===== config.mk =====
export PLATFORM = sky130hd
export DESIGN_NAME = gearbox_ser2par
export DESIGN_NICKNAME = d
export VERILOG_FILES = /design/src/rtl/gearbox_ser2par_pkg.sv /design/src/rtl/gearbox_ser2par_slip_ctl.sv /design/src/rtl/gearbox_ser2par.sv
export SDC_FILE = /design/constraint.sdc
export NUM_CORES = 1
export LEC_CHECK = 0
export CORE_MARGIN = 3
export CORE_UTILIZATION = 49
export DETAILED_ROUTE_END_ITERATION = 7
export PLACE_DENSITY_LB_ADDON = 0.08
export SETUP_SLACK_MARGIN = 0.5
export SYNTH_ARGS = -nofsm -noshare
export SYNTH_HDL_FRONTEND = slang
export SYNTH_HIERARCHICAL = 1
export SYNTH_SLANG_ARGS = --single-unit

===== constraint.sdc =====
create_clock -name in_clk -period 2.2 [get_ports in_clk]
set_clock_uncertainty 0.15 [all_clocks]
set_input_delay 0.33 -clock in_clk [delete_from_list [all_inputs] [get_ports in_clk]]
set_output_delay 0.33 -clock in_clk [all_outputs]
set_load 0.03 [all_outputs]

===== src/rtl/gearbox_ser2par_pkg.sv =====
// Shared constants and helpers for the gearbox, divider wrapper and framer.
package gearbox_ser2par_pkg;

  localparam int unsigned RATIO_MIN = 2;
  localparam int unsigned RATIO_MAX = 8;

  // Ceiling log2 usable in constant expressions (returns 0 for v <= 1).
  function automatic int unsigned clog2_f(input int unsigned v);
    int unsigned r;
    r = 0;
    for (int unsigned p = 1; p < v; p = p * 2) begin
      r = r + 1;
    end
    return r;
  endfunction

endpackage


===== src/rtl/gearbox_ser2par_slip_ctl.sv =====
// Slip request handling: rising-edge detect, single pending flag, ack pulse.
module gearbox_ser2par_slip_ctl (
  input  logic clk,
  input  logic rst_n,
  input  logic slip,
  input  logic in_valid,
  output logic slip_pend,
  output logic slip_ack
);

  logic slip_q;
  logic drop_c;

  // A pending slip swallows the next valid sample.
  assign drop_c = slip_pend & in_valid;

  // Edge register, pending flag (no queueing) and one-cycle ack after a drop.
  always_ff @(posedge clk or negedge rst_n) begin
    if (!rst_n) begin
      slip_q    <= 1'b0;
      slip_pend <= 1'b0;
      slip_ack  <= 1'b0;
    end else begin
      slip_q   <= slip;
      slip_ack <= drop_c;
      if (drop_c) begin
        slip_pend <= 1'b0;
      end else if (slip && !slip_q) begin
        slip_pend <= 1'b1;
      end
    end
  end

endmodule


===== src/rtl/gearbox_ser2par.sv =====
// Fast-domain serial-to-parallel gearbox: packs RATIO valid samples per word
// and holds each word until the next one completes.
module gearbox_ser2par
  import gearbox_ser2par_pkg::*;
#(
  parameter int unsigned DATA_W    = 2,
  parameter int unsigned RATIO     = 4,
  parameter bit          MSB_FIRST = 1'b1
) (
  input  logic                            in_clk,
  input  logic                            rst_n,
  input  logic [DATA_W-1:0]               in_data,
  input  logic                            in_valid,
  input  logic                            slip,
  output logic [DATA_W*RATIO-1:0]         out_data,
  output logic                            out_valid,
  output logic                            slip_ack,
  output logic [clog2_f(RATIO)-1:0]       fill_cnt
);

  localparam int unsigned WORD_W = DATA_W * RATIO;
  localparam int unsigned CNT_W  = clog2_f(RATIO);
  localparam logic [CNT_W-1:0] LAST_SLOT = CNT_W'(RATIO - 1);

  // Ratio must match what the downstream divider supports.
  if ((RATIO < RATIO_MIN) || (RATIO > RATIO_MAX)) begin : g_ratio_chk
    $error("gearbox_ser2par: RATIO must be within 2..8");
  end

  logic [CNT_W-1:0]  cnt;
  logic [WORD_W-1:0] asm_q;
  logic [WORD_W-1:0] asm_c;
  logic              slip_pend;
  logic              accept_c;

  gearbox_ser2par_slip_ctl u_slip_ctl (
    .clk       (in_clk),
    .rst_n     (rst_n),
    .slip      (slip),
    .in_valid  (in_valid),
    .slip_pend (slip_pend),
    .slip_ack  (slip_ack)
  );

  // Samples arriving while a slip is pending are dropped, not accepted.
  assign accept_c = in_valid & ~slip_pend;

  // Assembly word with the current sample merged into slot cnt.
  always_comb begin
    int unsigned base;
    asm_c = asm_q;
    base  = 0;
    for (int unsigned k = 0; k < RATIO; k++) begin
      base = MSB_FIRST ? (RATIO - 1 - k) * DATA_W : k * DATA_W;
      if (cnt == CNT_W'(k)) begin
        asm_c[base +: DATA_W] = in_data;
      end
    end
  end

  // Slot counter, assembly register and word hand-off.
  always_ff @(posedge in_clk or negedge rst_n) begin
    if (!rst_n) begin
      cnt       <= '0;
      asm_q     <= '0;
      out_data  <= '0;
      out_valid <= 1'b0;
    end else begin
      out_valid <= 1'b0;
      if (accept_c) begin
        asm_q <= asm_c;
        if (cnt == LAST_SLOT) begin
          out_data  <= asm_c;
          out_valid <= 1'b1;
          cnt       <= '0;
        end else begin
          cnt <= cnt + CNT_W'(1);
        end
      end
    end
  end

  assign fill_cnt = cnt;

endmodule


==> flow_summary.json <==
{
  "status": "finished clean",
  "syn_inst": 58,
  "die_h_um": 49.4,
  "worst_setup_path_end_kind": "flop",
  "tns_ns": 0,
  "gp_congestion": 0.748,
  "synth_seq_cells": 20,
  "grt_first_pass_wirelength_um": 3020,
  "synth_largest_area_cell": "dfrtp_1",
  "finalCriticalPeriod_ns": 1.63,
  "netlist.area_leader.share_pct": 54.3,
  "p_clk_share_pct": 17.4,
  "peakVddDrop_v": 0.000726,
  "root_buffer": "clkbuf_4",
  "fmax_mhz": 613,
  "finalMaxSlewViolations": 0,
  "core_area_um2": 1750,
  "antenna_found_initial": 0,
  "clock_path_buffers": 2,
  "switching_share_pct": 35.2,
  "fin_hold_ws_ns": 0.208,
  "p_leak_nw": 0.565,
  "r2r.worst_path.cells": 4,
  "clock-sinks": 20,
  "drtIter0Drc": 1,
  "nNetsFinal": 91,
  "wire_per_inst_um": 15.0,
  "ctsHoldBuffers": 0,
  "htreeDepth": 1,
  "final_layout_size_suffix_gt1_share_pct": 38.8,
  "routed_wl_um": 1570,
  "grt.overflow.total": 0,
  "power.switching_w": 0.000598,
  "critPathMaxStageDelay_ns": 0.46,
  "rows": 15,
  "drc": 0,
  "die_w_um": 49.4,
  "insertion_delay_ns": 0.30,
  "worstMarginPinSlew_ns": 0.302,
  "grt_usage_pct": 16.3,
  "synth.avg_cell_area_um2": 15.9,
  "cp_slowest_cell": "dfrtp_2",
  "synth-seq-area-share_pct": 54.3,
  "synth_top_cells_by_area": "dfrtp_1 (54%), mux2_2 (20%), mux2_4 (9.8%)",
  "post_dp_cell_area_um2": 1130,
  "area_delta_synth_final_pct": 27.0,
  "finalSetupViolCount": 0,
  "cts_buffers": 3,
  "vias": 532,
  "drv_cap": 0,
  "layout_commonest_cell": "dfrtp_1",
  "io_buffers": 17,
  "rsz0062_at_grt": "no",
  "worstSetupPathType": "flop to flop",
  "path_cells": "inv_1 > ha_1 > mux2_2 > mux2_4",
  "mostFrequentLayoutCells": "dfrtp_1 (19), mux2_2 (16), dlygate4sd2_1 (11)",
  "cts_setup_buffers": 0,
  "comb_power_share_pct": 46.1,
  "die_area_um2": 2440,
  "num_antenna_cells": 0,
  "start_util_pct": 52.8,
  "start_kind": "flop",
  "synth_nets": 68,
  "synth_warnings": 6,
  "dp.final_hpwl_um": 1140,
  "worst_ep_arrival_time_ns": 1.68,
  "ys_types": 13,
  "vias_per_cell": 5.07,
  "post-route-period-util_pct": 74.2,
  "grt_max_degree": 21,
  "required_ns": 2.25,
  "postRouteAntennaNets": 0,
  "clk_pin_slew_ns": 0.12,
  "power_frac_seq_pct": 36.5,
  "power.total_w": 0.00170,
  "p_int_w": 0.00110,
  "crit_fanout": 6,
  "hold_viol": 0,
  "p_per_area_nw_per_um2": 1450,
  "ioPinCount": 18,
  "netlist_area_um2": 921,
  "fin_area_um2": 1170,
  "max_slew_margin_pct": 79.8,
  "dr.pass1.iters": 2,
  "cts_tree": "yes",
  "holdCritPathClass": "primary input to asynchronous set/reset pin",
  "grt_pass1_vias": 638
}
[area by class of cell]
cell class | instances | area (um^2)
inverters | 3 | 16.3
well taps | 25 | 31.3
clock inverters | 1 | 30.0
repair buffers | 18 | 164
flip-flops and latches | 20 | 502
fillers | 144 | 576
multi-input cells | 35 | 404
clock buffers | 3 | 22.5
[metrics by stage]
stage / utilization (%) / cells / setup slack, ns
2_1_floorplan: - / 58 / 0.517
3_3_place_gp: 64.7 / 101 / 0.423
3_5_place_dp: 64.7 / 101 / 0.377
4_1_cts: 66.9 / 105 / 0.530
5_1_grt: 67.0 / 105 / 0.511
6_report: 67.0 / 105 / 0.568
[repair_timing]
item | CTS | global route
pin swaps | 0 | 0
gates resized for setup | 12 | 2
endpoints found under the setup margin | 12 | 3
[power by group through the flow]
| stage | Clock (W) | Combinational (W) | Sequential (W) |
|---|---|---|---|
| global placement | 0 | 0.000845 | 0.000626 |
| finish | 0.000295 | 0.000782 | 0.000620 |
| global route | 0.000325 | 0.000839 | 0.000651 |
| detailed placement | 0 | 0.000856 | 0.000630 |
| floorplan | 0 | 0.000387 | 0.000803 |
| CTS | 0.000304 | 0.000790 | 0.000621 |
[synth_stat cells]
master    number
mux2i_1        1
mux2_2        16
inv_1          2
and2_1         1
nand3b_4       1
dfrtp_1       20
nand2b_4       1
mux2_4         6
and2b_1        1
ha_1           4
nand3b_1       3
inv_6          1
nor2_1         1
[registers in the layout, indices dropped and copies added, names as in the netlist]
| register | cells |
|---|---|
| asm_q | 6 |
| fill_cnt | 2 |
| out_data | 8 |
| out_valid | 1 |
| u_slip_ctl/slip_ack | 1 |
| u_slip_ctl/slip_pend | 1 |
| u_slip_ctl/slip_q | 1 |
[kinds of logic after synthesis]
kind of cell / count (synthesis) / synth area share [%]
flip-flops: 20 / 54.3
AND/OR/NAND/NOR: 8 / 8.02
buffers and inverters: 3 / 1.77
adder cells (fa/ha/maj): 4 / 5.43
multiplexers: 23 / 30.4
[critical path, delay by kind of cell (launching register included)]
family	cells	cell delay, ns
adders and majority gates	1	0.22
buffers and inverters	1	0.09
DFF	1	0.46
muxes	2	0.61
[worst paths after layout]
| kind | startpoint | endpoint | slack [ns] |
|---|---|---|---|
| max in group asynchronous | rst_n | fill_cnt[0]$_DFFE_PN0P_ | 1.46 |
| max reg2reg | fill_cnt[0]$_DFFE_PN0P_ | out_data[7]$_DFFE_PN0P_ | 0.57 |
| min reg2reg | asm_q[5]$_DFFE_PN0P_ | asm_q[5]$_DFFE_PN0P_ | 0.37 |
| min | rst_n | out_data[4]$_DFFE_PN0P_ | 0.21 |
| max | fill_cnt[0]$_DFFE_PN0P_ | out_data[7]$_DFFE_PN0P_ | 0.57 |
| min in group in_clk | asm_q[5]$_DFFE_PN0P_ | asm_q[5]$_DFFE_PN0P_ | 0.37 |
[metal layers]
metal  share of wire [%]  track usage, %  wire length, um
met3                 3.7            3.67               58
met4                 1.3            7.11               21
met2                  46            24.1              726
met1                  49            22.6              763
met5                   0               0                0
Power figures use the tool's default switching activity.
==> variant, RTL diff (config.mk and constraints unchanged) <==
`DATA_W`: 2 -> 3.
--- a/src/rtl/gearbox_ser2par.sv
+++ b/src/rtl/gearbox_ser2par.sv
@@ -3,7 +3,7 @@
 module gearbox_ser2par
   import gearbox_ser2par_pkg::*;
 #(
-  parameter int unsigned DATA_W    = 2,
+  parameter int unsigned DATA_W    = 3,
   parameter int unsigned RATIO     = 4,
   parameter bit          MSB_FIRST = 1'b1
 ) (
Ports: changed (resized in_data and out_data); port bits go from 18 to 23. The function was not compared with the original's and may differ.
==> variant against the unedited design <==
Non-clock buffer count is 5 higher. Global-route usage shrank 0.85 points. Sequential cell count grew 7. Area after synthesis rose by 34%. Routed wire length grew 31%. Power up 25%. Via count up 24%. Final area rose by 27%. Setup slack worse by 0.022 ns. Hold slack lost 0.016 ns. Critical endpoint unchanged. Final cell count is 24% higher. Count of clock-buffer cells in the layout unchanged.
==> variant: results (changes against the unedited design) <==
Setup Fix Bufs, Post-CTS - 0 (unchanged)
die footprint - 3150 sq um (was 2435 sq um)
Wirelength per Cell - 15.82 um (was 14.95 um)
part of the power in registers - 39.4% (was 36.5%)
Multi-input gate area - 526.8 sq um (was 404.1 sq um)
leakage power - 0.7083 nW (was 0.5650 nW)
Multi-In Gates - 45 (was 35)
Starting DRT DRC Count - 1 (unchanged)
register area - 676.9 sq um (was 501.7 sq um)
DP HPWL - 1488 um (was 1140 um)
DRT Pass-1 Iters - 3 (was 2)
Slew HR - 77.33% (was 79.79%)
Mapped Nets - 87 (was 68)
crit path to - out_data[7]$_DFFE_PN0P_ (unchanged)
reg2reg start - fill_cnt[1]$_DFFE_PN0P_ (was fill_cnt[0]$_DFFE_PN0P_)
met1 WL - 996 um (was 763 um)
arrival time worst endpoint - 1.74 ns (was 1.68 ns)
clock buffer count in the final layout - 3 (unchanged)
NetSw - 0.0008027 W (was 0.0005982 W)
cts repair resizes - 16 (was 12)
fraction of layout cells with a size suffix above 1 - 43.14% (was 38.75%)
largest net degree at the start of global routing - 28 (was 21)
Skew-Pair Late Insertion Delay - 0.33 ns (was 0.30 ns)
synth unique cells - 14 (was 13)
# fillers - 204 (was 144)
status - complete, no violations (unchanged)
clock network power - 0.000217 W (was 0.000295 W)
ranking of synthesized cells by area - dfrtp_1, mux2_2, mux2_4 (unchanged)
Top Metal Used - met4 (unchanged)
first-pass GRT wire length - 3691 um (was 3015 um)
Mapped Avg Cell Area - 16.20 sq um (was 15.88 sq um)
Final WS setup - 0.5464 ns (was 0.5681 ns)
gpl congestion - 0.7213 (was 0.7482)
Port Buffers - 22 (was 17)
Seq/Total Area, Yosys - 54.88% (was 54.35%)
Final Cell Area - 1489 sq um (was 1170 sq um)
nets - 114 (was 91)
dpl ws - 0.2968 ns (was 0.3769 ns)
clock transition at the registers of the reported paths - 0.15 ns (was 0.12 ns)
Non-clock buffers - 23 (was 18)
min-delay worst type - input pin to async pin (unchanged)
Largest register FFs - 12 (was 8)
NonClk Buf Share - 14.03% (was 14.01%)
Tot Pwr - 0.002120 W (was 0.001697 W)
gr usage total - 15.43% (was 16.28%)
routed vias - 659 (was 532)
WHS - 0.1919 ns (was 0.2075 ns)
synthesized flop and latch total - 27 (was 20)
crit-path max FO - 5 (was 6)
Met3 Routed Length - 114 um (was 58 um)
VDD IR max - 0.8098 mV (was 0.7261 mV)
clk tree area frac - 1.849% (was 4.492%)
crit path launch type - flip-flop (unchanged)
non-filler cells, final - 130 (was 105)
met2 routed WL - 902 um (was 726 um)
most frequent cells after synthesis - dfrtp_1, mux2_2, mux2_4, ha_1, nand3b_1 (unchanged)
vias in the first global route - 775 (was 638)
## variant: cell types whose count changed after synthesis, sizes merged
cell,unedited run,this run
buf,0,1
mux2,22,32
dfrtp,20,27
## variant: layer usage
metal | vias up | GRT usage (%)
li1 | 317 | -
met1 | 319 | 21.32
met2 | 18 | 22.37
met3 | 5 | 4.176
met4 | 0 | 7.119
met5 | - | 0
## variant: critical path: stages (launching register included)
cell and delay, ns:
dfrtp_1 0.45, inv_1 0.10, ha_1 0.25, mux2_2 0.37
mux2_4 0.25
## variant: cell families after synthesis
| logic type | Yosys count | share of synthesized area [%] |
|---|---|---|
| buf+inv | 4 | 2.745 |
| simple gates | 8 | 6.097 |
| fa+ha+maj | 4 | 4.065 |
| mux | 33 | 32.22 |
| flops | 27 | 54.88 |
